===== config.mk =====
export PLATFORM = sky130hd
export DESIGN_NAME = hwpe_cfg_initiator
export DESIGN_NICKNAME = d
export VERILOG_FILES = /design/src/rtl/hwpe_cfg_initiator_pkg.sv /design/src/rtl/hwpe_cfg_cmd_fifo.sv /design/src/rtl/hwpe_cfg_initiator.sv
export SDC_FILE = /design/constraint.sdc
export NUM_CORES = 1
export LEC_CHECK = 0
export CORE_UTILIZATION = 40
export CTS_CLUSTER_DIAMETER = 80
export CTS_CLUSTER_SIZE = 20
export DETAILED_ROUTE_END_ITERATION = 6
export GPL_TIMING_DRIVEN = 0
export SYNTH_ARGS = -nofsm -noshare
export SYNTH_HDL_FRONTEND = slang
export SYNTH_SLANG_ARGS = --single-unit
export TNS_END_PERCENT = 100

===== constraint.sdc =====
create_clock -name clk_i -period 3.2 [get_ports clk_i]
set_input_delay 0.32 -clock clk_i [delete_from_list [all_inputs] [get_ports clk_i]]
set_output_delay 0.32 -clock clk_i [all_outputs]
set_load 0.02 [all_outputs]

===== src/rtl/hwpe_cfg_initiator_pkg.sv =====
// Shared types for the HWPE configuration-bus initiator: the queued command layout and defaults.
package hwpe_cfg_initiator_pkg;

    localparam int unsigned AW               = 32;
    localparam int unsigned DW               = 32;
    localparam int unsigned ID_WIDTH_DEFAULT = 8;

    typedef struct packed {
        logic            wen;
        logic [AW-1:0]   add;
        logic [DW-1:0]   data;
        logic [DW/8-1:0] be;
    } hwpe_cfg_cmd_t;

endpackage


===== src/rtl/hwpe_cfg_cmd_fifo.sv =====
// Synchronous command FIFO for the HWPE config initiator; head entry is presented on data_o.
module hwpe_cfg_cmd_fifo
    import hwpe_cfg_initiator_pkg::*;
#(
    parameter int unsigned Depth = 4
) (
    input  logic          clk_i,
    input  logic          rst_i,
    input  logic          push_i,
    input  hwpe_cfg_cmd_t data_i,
    input  logic          pop_i,
    output hwpe_cfg_cmd_t data_o,
    output logic          full_o,
    output logic          empty_o
);

    localparam int unsigned PtrW = (Depth > 1) ? $clog2(Depth) : 1;
    localparam logic [PtrW:0] FullCnt = (PtrW + 1)'(Depth);

    hwpe_cfg_cmd_t   mem_q [Depth];
    logic [PtrW-1:0] wr_ptr_q, rd_ptr_q;
    logic [PtrW:0]   cnt_q;
    logic            do_push, do_pop;

    assign full_o  = (cnt_q == FullCnt);
    assign empty_o = (cnt_q == '0);
    assign data_o  = mem_q[rd_ptr_q];

    // A push into a full FIFO is only taken when the head leaves in the same cycle.
    assign do_push = push_i & (~full_o | pop_i);
    assign do_pop  = pop_i & ~empty_o;

    always_ff @(posedge clk_i) begin
        if (rst_i) begin
            wr_ptr_q <= '0;
            rd_ptr_q <= '0;
            cnt_q    <= '0;
            for (int i = 0; i < int'(Depth); i++) begin
                mem_q[i] <= '0;
            end
        end else begin
            if (do_push) begin
                mem_q[wr_ptr_q] <= data_i;
                wr_ptr_q        <= wr_ptr_q + PtrW'(1);
            end
            if (do_pop) begin
                rd_ptr_q <= rd_ptr_q + PtrW'(1);
            end
            case ({do_push, do_pop})
                2'b10:   cnt_q <= cnt_q + (PtrW + 1)'(1);
                2'b01:   cnt_q <= cnt_q - (PtrW + 1)'(1);
                default: cnt_q <= cnt_q;
            endcase
        end
    end

endmodule


===== src/rtl/hwpe_cfg_initiator.sv =====
// Initiator side of the HWPE peripheral config bus: queues commands, issues req/gnt, collects
// in-order r_valid responses. Define HWPE_CFG_INITIATOR_ID_CHECK_EN to flag response-id mismatches.
module hwpe_cfg_initiator
    import hwpe_cfg_initiator_pkg::*;
#(
    parameter int unsigned ID_WIDTH   = ID_WIDTH_DEFAULT,
    parameter int unsigned AW         = 32,
    parameter int unsigned DW         = 32,
    parameter int unsigned FIFO_DEPTH = 4,
    parameter int unsigned MAX_OUTST  = 2
) (
    input  logic                clk_i,
    input  logic                rst_i,
    input  logic                clear_i,
    input  logic                cmd_valid_i,
    output logic                cmd_ready_o,
    input  logic                cmd_wen_i,
    input  logic [AW-1:0]       cmd_add_i,
    input  logic [DW-1:0]       cmd_data_i,
    input  logic [DW/8-1:0]     cmd_be_i,
    output logic                periph_req_o,
    output logic [AW-1:0]       periph_add_o,
    output logic                periph_wen_o,
    output logic [DW/8-1:0]     periph_be_o,
    output logic [DW-1:0]       periph_data_o,
    output logic [ID_WIDTH-1:0] periph_id_o,
    input  logic                periph_gnt_i,
    input  logic                periph_r_valid_i,
    input  logic [DW-1:0]       periph_r_data_i,
    input  logic [ID_WIDTH-1:0] periph_r_id_i,
    output logic                rsp_valid_o,
    output logic [DW-1:0]       rsp_data_o,
    output logic [ID_WIDTH-1:0] rsp_id_o,
    output logic                busy_o,
    output logic                err_o
);

    localparam int unsigned OW = $clog2(MAX_OUTST + 1);
    localparam logic [OW-1:0] MaxOutst = OW'(MAX_OUTST);

    hwpe_cfg_cmd_t        cmd_in, head;
    logic                 fifo_full, fifo_empty;
    logic                 push, grant, rsp_hit, rsp_err, clear_ok, id_err;
    logic                 ready_q;
    logic [OW-1:0]        outst_q, outst_d, wen_idx;
    logic [MAX_OUTST-1:0] wen_q, wen_d;
    logic [ID_WIDTH-1:0]  issue_id_q;
    logic                 rsp_valid_q, err_q;
    logic [DW-1:0]        rsp_data_q;
    logic [ID_WIDTH-1:0]  rsp_id_q;

    assign cmd_in = '{wen: cmd_wen_i, add: cmd_add_i, data: cmd_data_i, be: cmd_be_i};

    // ready_q keeps cmd_ready_o low throughout reset and for its first edge.
    assign cmd_ready_o = ready_q & ~fifo_full;
    assign push        = cmd_valid_i & cmd_ready_o;

    hwpe_cfg_cmd_fifo #(
        .Depth (FIFO_DEPTH)
    ) u_cmd_fifo (
        .clk_i   (clk_i),
        .rst_i   (rst_i),
        .push_i  (push),
        .data_i  (cmd_in),
        .pop_i   (grant),
        .data_o  (head),
        .full_o  (fifo_full),
        .empty_o (fifo_empty)
    );

    assign periph_req_o  = ~fifo_empty & ((outst_q < MaxOutst) | periph_r_valid_i);
    assign periph_add_o  = head.add;
    assign periph_wen_o  = head.wen;
    assign periph_be_o   = head.be;
    assign periph_data_o = head.data;
    assign periph_id_o   = issue_id_q;

    assign grant    = periph_req_o & periph_gnt_i;
    assign rsp_hit  = periph_r_valid_i & (outst_q != '0);
    assign rsp_err  = periph_r_valid_i & (outst_q == '0);
    assign busy_o   = ~fifo_empty | (outst_q != '0);
    assign clear_ok = clear_i & ~busy_o;

    // wen_q[0] is the oldest outstanding transaction; a response retires it first.
    always_comb begin
        outst_d = outst_q;
        wen_d   = wen_q;
        wen_idx = outst_q;
        if (rsp_hit) begin
            wen_d   = wen_q >> 1;
            wen_idx = outst_q - OW'(1);
            outst_d = outst_q - OW'(1);
        end
        if (grant) begin
            outst_d = outst_d + OW'(1);
            for (int i = 0; i < int'(MAX_OUTST); i++) begin
                if (OW'(i) == wen_idx) begin
                    wen_d[i] = head.wen;
                end
            end
        end
    end

`ifdef HWPE_CFG_INITIATOR_ID_CHECK_EN
    logic [ID_WIDTH-1:0] exp_id_q;

    assign id_err = rsp_hit & (periph_r_id_i != exp_id_q);

    always_ff @(posedge clk_i) begin
        if (rst_i || clear_ok) begin
            exp_id_q <= '0;
        end else if (rsp_hit) begin
            exp_id_q <= exp_id_q + ID_WIDTH'(1);
        end
    end
`else
    assign id_err = 1'b0;
`endif

    always_ff @(posedge clk_i) begin
        if (rst_i) begin
            ready_q     <= 1'b0;
            outst_q     <= '0;
            wen_q       <= '0;
            issue_id_q  <= '0;
            rsp_valid_q <= 1'b0;
            rsp_data_q  <= '0;
            rsp_id_q    <= '0;
            err_q       <= 1'b0;
        end else begin
            ready_q <= 1'b1;
            outst_q <= outst_d;
            wen_q   <= wen_d;
            if (clear_ok) begin
                issue_id_q <= '0;
            end else if (grant) begin
                issue_id_q <= issue_id_q + ID_WIDTH'(1);
            end
            rsp_valid_q <= rsp_hit & wen_q[0];
            if (rsp_hit & wen_q[0]) begin
                rsp_data_q <= periph_r_data_i;
                rsp_id_q   <= periph_r_id_i;
            end
            if (clear_ok) begin
                err_q <= 1'b0;
            end else if (rsp_err | id_err) begin
                err_q <= 1'b1;
            end
        end
    end

    assign rsp_valid_o = rsp_valid_q;
    assign rsp_data_o  = rsp_data_q;
    assign rsp_id_o    = rsp_id_q;
    assign err_o       = err_q;

endmodule


Word-level counts from Yosys, hierarchy flattened. Memory sizes are Yosys's and may differ from the RTL's. A register that Yosys moved wholly into a read port is not among the register bits. Cells that the tools add are included.

Bits in registers: 62. Bits in latches: 0. RAM bits: 276. ROM bits: 0. Output and inout port bits: 122. Logic and storage cells: 65. Memories: 1.

Memory list: u_cmd_fifo.mem_q (depth 4, width 69, read ports 1, clocked after Yosys merged registers in 1, write ports 4, RTL line hwpe_cfg_cmd_fifo.sv:20) `hwpe_cfg_cmd_t mem_q [Depth];`.

Add/subtract/negate cells: 7. $mul: 0. Div/mod/pow operators: 0. Order comparisons: 1. Equal/unequal tests: 4. Shift operators: 0. Mux-type cells: 18. Bitwise gates (word level): 16. Reduce and logical (&&, ||, !) cells: 7.

Operators with widths (number): $mux 69 (1); $reduce_or 69->1 (1); $mux 2 (7); $and 1x1->1 (10); $mux 1 (9); $add 8x1->8 const B (1); $add 2x1->2 const B (3); $pmux 3 s2 (1); $logic_not 2->1 (2); $reduce_bool 2->1 (2); $add 3x1->3 const B (1); $eq 3x3->1 const B (1); $logic_not 3->1 (1); $not 1->1 (3); $or 1x1->1 (3); $sub 3x1->3 const B (1); $eq 1x2->1 const A (1); $eq 2x1->1 const B (1); $eq 2x2->1 const B (1); $lt 2x2->1 const B (1); $reduce_or 2->1 (1); $sub 2x1->2 const B (1).

Depth between registers and ports, before layout. Gate-level depths: netlist (run 1).

Depth after elaboration: 11. Mapped depth: 9. Gate-level depth less buffers: 8.

Modules after synthesis. Synthesis (run 1) repeated with hierarchy kept, for this count alone.

Cell total of the unflattened synthesis: 977. Area total of the unflattened synthesis: 14503.9 µm².

By module, submodules not included: hwpe_cfg_cmd_fifo (times used 1, cells each 720, area each 12356.9 µm², sequential area each 8468.1 µm²); hwpe_cfg_initiator (times used 1, cells each 257, area each 2147.1 µm², sequential area each 1101.1 µm²).

Worst setup path before layout (run 1). OpenSTA, ideal clock, no wires.

Path kind: flip-flop to flip-flop. Start: register u_cmd_fifo.wr_ptr_q[0]. End: memory u_cmd_fifo.mem_q[1][0] in the netlist's numbering (enable). Setup time: 429 ps. Arrival time: 2505 ps. Data required time: 2771 ps. Slack: 266 ps. Cell stages (with the launch flop): 6. Path buffers: 2. Period minus slack after synthesis: 2934 ps. Cells stage by stage: dfxtp_1 -> nor2b_1 -> clkbuf_1 -> clkbuf_1 -> nand2_1 -> nand2_1.

RTL lines: from (decl) (RTL line hwpe_cfg_cmd_fifo.sv:21) `logic [PtrW-1:0] wr_ptr_q, rd_ptr_q;`; from (signal assigned) (RTL line hwpe_cfg_cmd_fifo.sv:44) `wr_ptr_q <= wr_ptr_q + PtrW'(1);`; to (decl) (RTL line hwpe_cfg_cmd_fifo.sv:20).

==> impl_metrics.ini, run 1 <==
[outcome]
outcome = finished, final reports clean

[detailed_routing]
num_vias = 9199
initialDrtViolationCount = 625
wl_um = 37500
wl_per_cell_um = 21.6
drtPass1Iterations = 5
drc = 0
ant_nets = 0
vias_per_cell = 5.31

[global_routing]
antenna_found_initial = 1
grt-ovfl-total = 0
grt_first_pass_wirelength_um = 56500
grt_pass1_vias = 9440
track_usage_pct = 20.5
grt_max_degree = 52

[clocking]
cts_inserted_buffers = 21
numClockSinks = 340
cts_root_buffer = clkbuf_16
cts_setup_buffers = 0
htree_levels = 1
path_clk_slew_ns = 0.08
cts_tree = yes
clk_latency_ns = 0.52
clock_path_buffers = 3

[logic_synthesis]
netlist_instances = 996
synth_flop_cell = edfxtp_1
avgSynthCellArea_um2 = 14.5
synth_nets = 1117
ys_warn_count = 0
yosysUniqueCellTypes = 38
yosysSeqAreaShare_pct = 66.4
synth_edf_count = 276
async_flop_share_pct = 0
syn-cell-area_um2 = 14400
synth_seq_cells = 340

[sta]
rsz0062_at_grt = no
hold_slack_ns = 0.110
final.period_utilization_pct = 94.7
maxSlewHeadroom_pct = 38.0
hold_viol = 0
finClkSkew_ns = 0.0184
period_minus_slack_ns = 3.03
tightest_slew_ns = 0.928
setup_viol = 0
slew_violations = 0
fmax_mhz = 330

[setup_path]
slowest_stage = clkdlybuf4s50_1
cp_max_fo = 10
r2r_slack_ns = 0.30
crit_arrival_ns = 2.71
worstPathCellList = buf_2 > clkbuf_1 > mux4_2 > clkdlybuf4s50_1
worstSetupPathType = flop to output port
critPathCaptureType = output port
worst_path_largest_cell_delay_ns = 0.69
critPathLaunchType = flop
crit_required_ns = 2.88

[die]
floorplan.rows = 69
start_util_pct = 40.6
core_um2 = 35500
floorplan.die.width_um = 192
pin_count = 237
die_h_um = 192
dieArea_um2 = 36800

[power]
powerDensity_nw_per_um2 = 615
ir_drop_v = 0.000343
total_power_w = 0.0111
p_leak_nw = 7.05

[cells_and_area]
syn_to_final_growth_pct = 25.6
final_layout_size_suffix_gt1_share_pct = 12.2
nets = 1379
utilization_pct = 51.0
final_area_um2 = 18100

[run]
drv_cap = 0

[place]
dp_hpwl_um = 24300
gp_congestion = 0.758
port_buffers = 235
postPlaceCellArea_um2 = 17500

[min_path]
hold_path.class = input port to flop
==> per-layer routing <==
| layer | share of wire (%) | GRT usage [%] | vias up | routed length, um |
|---|---|---|---|---|
| li1 | - | - | 4254 | - |
| met1 | 43 | 27.3 | 4638 | 16100 |
| met2 | 48 | 34.2 | 263 | 18100 |
| met3 | 6.9 | 4.35 | 44 | 2580 |
| met4 | 1.7 | 4.46 | 0 | 642 |
| met5 | 0 | 0 | - | 0 |
==> sequential cells by signal, indices dropped and copies added, names as in the netlist, 2 cells and up, named ones only <==
register / flops
u_cmd_fifo.cnt_q: 3
rsp_id_o: 8
rsp_data_o: 32
periph_id_o: 8
u_cmd_fifo.wr_ptr_q: 2
u_cmd_fifo.mem_q: 276
outst_q: 2
u_cmd_fifo.rd_ptr_q: 2
wen_q: 2
==> where the power goes <==
group          internal, W  switching, W
sequential         0.00507      0.000105
combinational      0.00153       0.00171
clock              0.00125       0.00147
total              0.00785       0.00328
==> worst max-delay path: cells and delay by family (launching register included) <==
| kind | cells | cell delay [ns] |
|---|---|---|
| multiplexers | 1 | 0.35 |
| buffers and inverters | 3 | 1.52 |
| flip-flops | 1 | 0.31 |
==> layout make-up <==
cell class	count	area (um^2)
Fill cell	3082	17400
Clock inverter	4	27.5
Multi-Input combinational cell	564	4460
Tap cell	461	577
Antenna cell	1	2.50
Sequential cell	340	9570
Inverter	7	28.8
Buffer	85	398
Timing Repair Buffer	239	2460
Clock buffer	33	571
==> kinds of logic (layout without fill, tap and decap cells) <==
logic type,count (synthesis),in the layout,synth area share (%)
AO/OA/AOI/OAI,58,58,2.27
AND/OR/NAND/NOR,416,416,16.2
buffers and inverters,92,368,2.86
multiplexers,73,73,11.1
flip-flops,340,340,66.4
adder cells (fa/ha/maj),6,6,0.573
XOR/XNOR,11,11,0.669
other,0,1,0
==> repair_timing <==
item	4_1_cts	5_1_grt
hold buffers	0	0
endpoints found under the setup margin	20	14
cloned	0	0
resized for setup	4	2
==> synth_stat cells (7+ instances only) <==
| master | instances | share of area [%] |
|---|---|---|
| xnor2_1 | 7 | 0.43 |
| clkbuf_1 | 38 | 0.99 |
| buf_2 | 39 | 1.4 |
| mux4_2 | 69 | 11 |
| dfxtp_1 | 64 | 8.9 |
| nand2_1 | 98 | 2.6 |
| nor2_1 | 17 | 0.44 |
| and3_1 | 208 | 9.0 |
| a21oi_1 | 48 | 1.7 |
| edfxtp_1 | 276 | 58 |
| and2_1 | 71 | 3.1 |
==> path summary, 6_finish.rpt <==
path | startpoint | to | depth (start not counted)
setup / recovery | flop | periph_be_o[0] | 4
hold / removal | rst_i | wen_q[0] | 2
setup reg to reg | u_cmd_fifo.wr_ptr_q[1] | u_cmd_fifo.mem_q[2][6] | 5
hold reg to reg | rsp_data_o[4] | rsp_data_o[4] | 2
==> layout by cell type, fill, tap and decap left out, types with 3 or more instances in the layout <==
cell,count
a21oi_1,48
and2_1,71
and3_1,208
buf_1,4
buf_16,4
buf_2,37
buf_4,4
clkbuf_1,48
clkbuf_16,21
clkdlybuf4s50_1,235
dfxtp_1,64
edfxtp_1,276
ha_1,5
inv_1,5
mux4_2,69
nand2_1,94
nand2_4,4
nand3_1,4
nand4_1,3
nor2_1,17
nor2b_1,4
o21ai_0,3
or3_1,3
xnor2_1,7
xor2_1,4
==> per-stage QoR <==
stage          setup slack (ns)  cells  TNS, ns
6_report                  0.171   1734        0
5_1_grt                  0.0308   1734        0
4_1_cts                 0.00938   1733        0
3_5_place_dp              0.293   1696        0
3_3_place_gp              -1.65   1692  -422.86
2_1_floorplan             0.266    996        0
Power figures use the tool's default switching activity.
==> run 2: changes to the inputs <==
clock period = 2.9 ns   (was 3.2 ns; I/O delays follow)
==> impl_metrics.ini, run 2 (synthesized netlist as in run 1, its figures left out) <==
[outcome]
outcome = finished, final reports clean

[detailed_routing]
drtPass1Iterations = 5
wl_per_cell_um = 21.0
num_vias = 9095
ant_nets = 0
wl_um = 36300
initialDrtViolationCount = 743
drc = 0
vias_per_cell = 5.26

[global_routing]
grt_max_degree = 49
grt_pass1_vias = 9198
grt_first_pass_wirelength_um = 54500
antenna_found_initial = 2
track_usage_pct = 19.8
grt-ovfl-total = 0

[sta]
hold_viol = 0
slew_violations = 0
maxSlewHeadroom_pct = 57.1
finClkSkew_ns = 0.0172
tightest_slew_ns = 0.643
final.period_utilization_pct = 96.9
setup_tns_ns = 0
setup_ws_ns = 0.0906
period_minus_slack_ns = 2.81
setup_viol = 0
fmax_mhz = 356

[setup_path]
slowest_stage = clkdlybuf4s50_1
r2r_slack_ns = 0.28
crit_arrival_ns = 2.52
crit_end = periph_add_o[5]
crit_required_ns = 2.61
worstSetupPathType = flop to output port
r2r-end = u_cmd_fifo.mem_q[2][10]
worst_path_largest_cell_delay_ns = 0.55
critPathLaunchType = flop
worstPathCellList = clkbuf_4 > buf_8 > buf_6 > mux4_2 > clkdlybuf4s50_1
critPathCaptureType = output port
regToRegStartpoint = u_cmd_fifo.wr_ptr_q[1]
rr_worst_depth = 5
cp_max_fo = 10

[power]
p_leak_nw = 7.26
powerDensity_nw_per_um2 = 680
ir_drop_v = 0.000486
total_power_w = 0.0124

[place]
dp_slack_ns = -0.0134
gp_congestion = 0.742
dp_hpwl_um = 23800
dp.cells = 1696
port_buffers = 235

[run]
drv_cap = 0

[clocking]
clk_latency_ns = 0.52
cts_inserted_buffers = 21
path_clk_slew_ns = 0.09
cts_tree = yes
clock_path_buffers = 3
cts_hold_buf = 0
cts_root_buffer = clkbuf_16
numClockSinks = 340
htree_levels = 1

[die]
pin_count = 237
dieArea_um2 = 36800
core_um2 = 35500
start_util_pct = 40.6
die_h_um = 192
floorplan.die.width_um = 192
floorplan.rows = 69

[cells_and_area]
largest_reg_flops = 276
final_common_cell = edfxtp_1
top_register = u_cmd_fifo.mem_q
final_layout_size_suffix_gt1_share_pct = 12.9
utilization_pct = 51.3
layout_common_cells = edfxtp_1, clkdlybuf4s50_1, and3_1
syn_to_final_growth_pct = 26.3
nets = 1379
fin_cells = 1728

[min_path]
hp-start = rst_i
hold_path.class = input port to flop
-- run 2: metrics by stage --
step	hold WS, ns	cell area [um^2]
after global placement	0.442	17300
after detailed placement	0.446	17500
after CTS	0.0483	18100
after global routing	0.0681	18200
after floorplan	0.426	14400
final	0.0741	18200
-- run 2: worst min-delay path by stage --
| stage | endpoint | cells past startpoint |
|---|---|---|
| after global placement | rsp_id_o[7] | 2 |
| after global routing | wen_q[0] | 2 |
| after CTS | wen_q[0] | 2 |
| after floorplan | rsp_id_o[0] | 2 |
| final | wen_q[0] | 2 |
| after detailed placement | rsp_id_o[4] | 2 |
-- run 2: layer usage --
layer  vias to the layer above  part of all wire, %  track usage (%)
met2                       238                   49             33.3
met5                         -                0.036                0
met4                         2                  1.8             4.64
li1                       4247                    -                -
met3                        46                  6.2             3.07
met1                      4562                   43             26.8
-- run 2: power breakdown --
group,internal [W],switching (W)
registers,0.00560,0.000120
clock network,0.00153,0.00157
logic,0.00169,0.00187
total,0.00882,0.00356
-- run 2: critical path, delay by kind of cell (launching register included) --
kind     cells  cell delay, ns
buf+inv      4            1.17
mux          1            0.51
flops        1            0.33
-- run 2: cell type report --
cell class                      count  area, um^2
Multi-Input combinational cell    564        4470
Timing Repair Buffer              239        2490
Inverter                            7        28.8
Buffer                             85         432
Fill cell                        3097       17300
Tap cell                          461         577
Antenna cell                        2        5.00
Clock buffer                       27         591
Clock inverter                      3        42.5
Sequential cell                   340        9570
-- run 2: what timing repair did --
item                                    in CTS  in global routing
buffers inserted                             0                  0
cloned                                       0                  0
gates resized for setup                     20                 24
endpoints found under the setup margin      96                 84
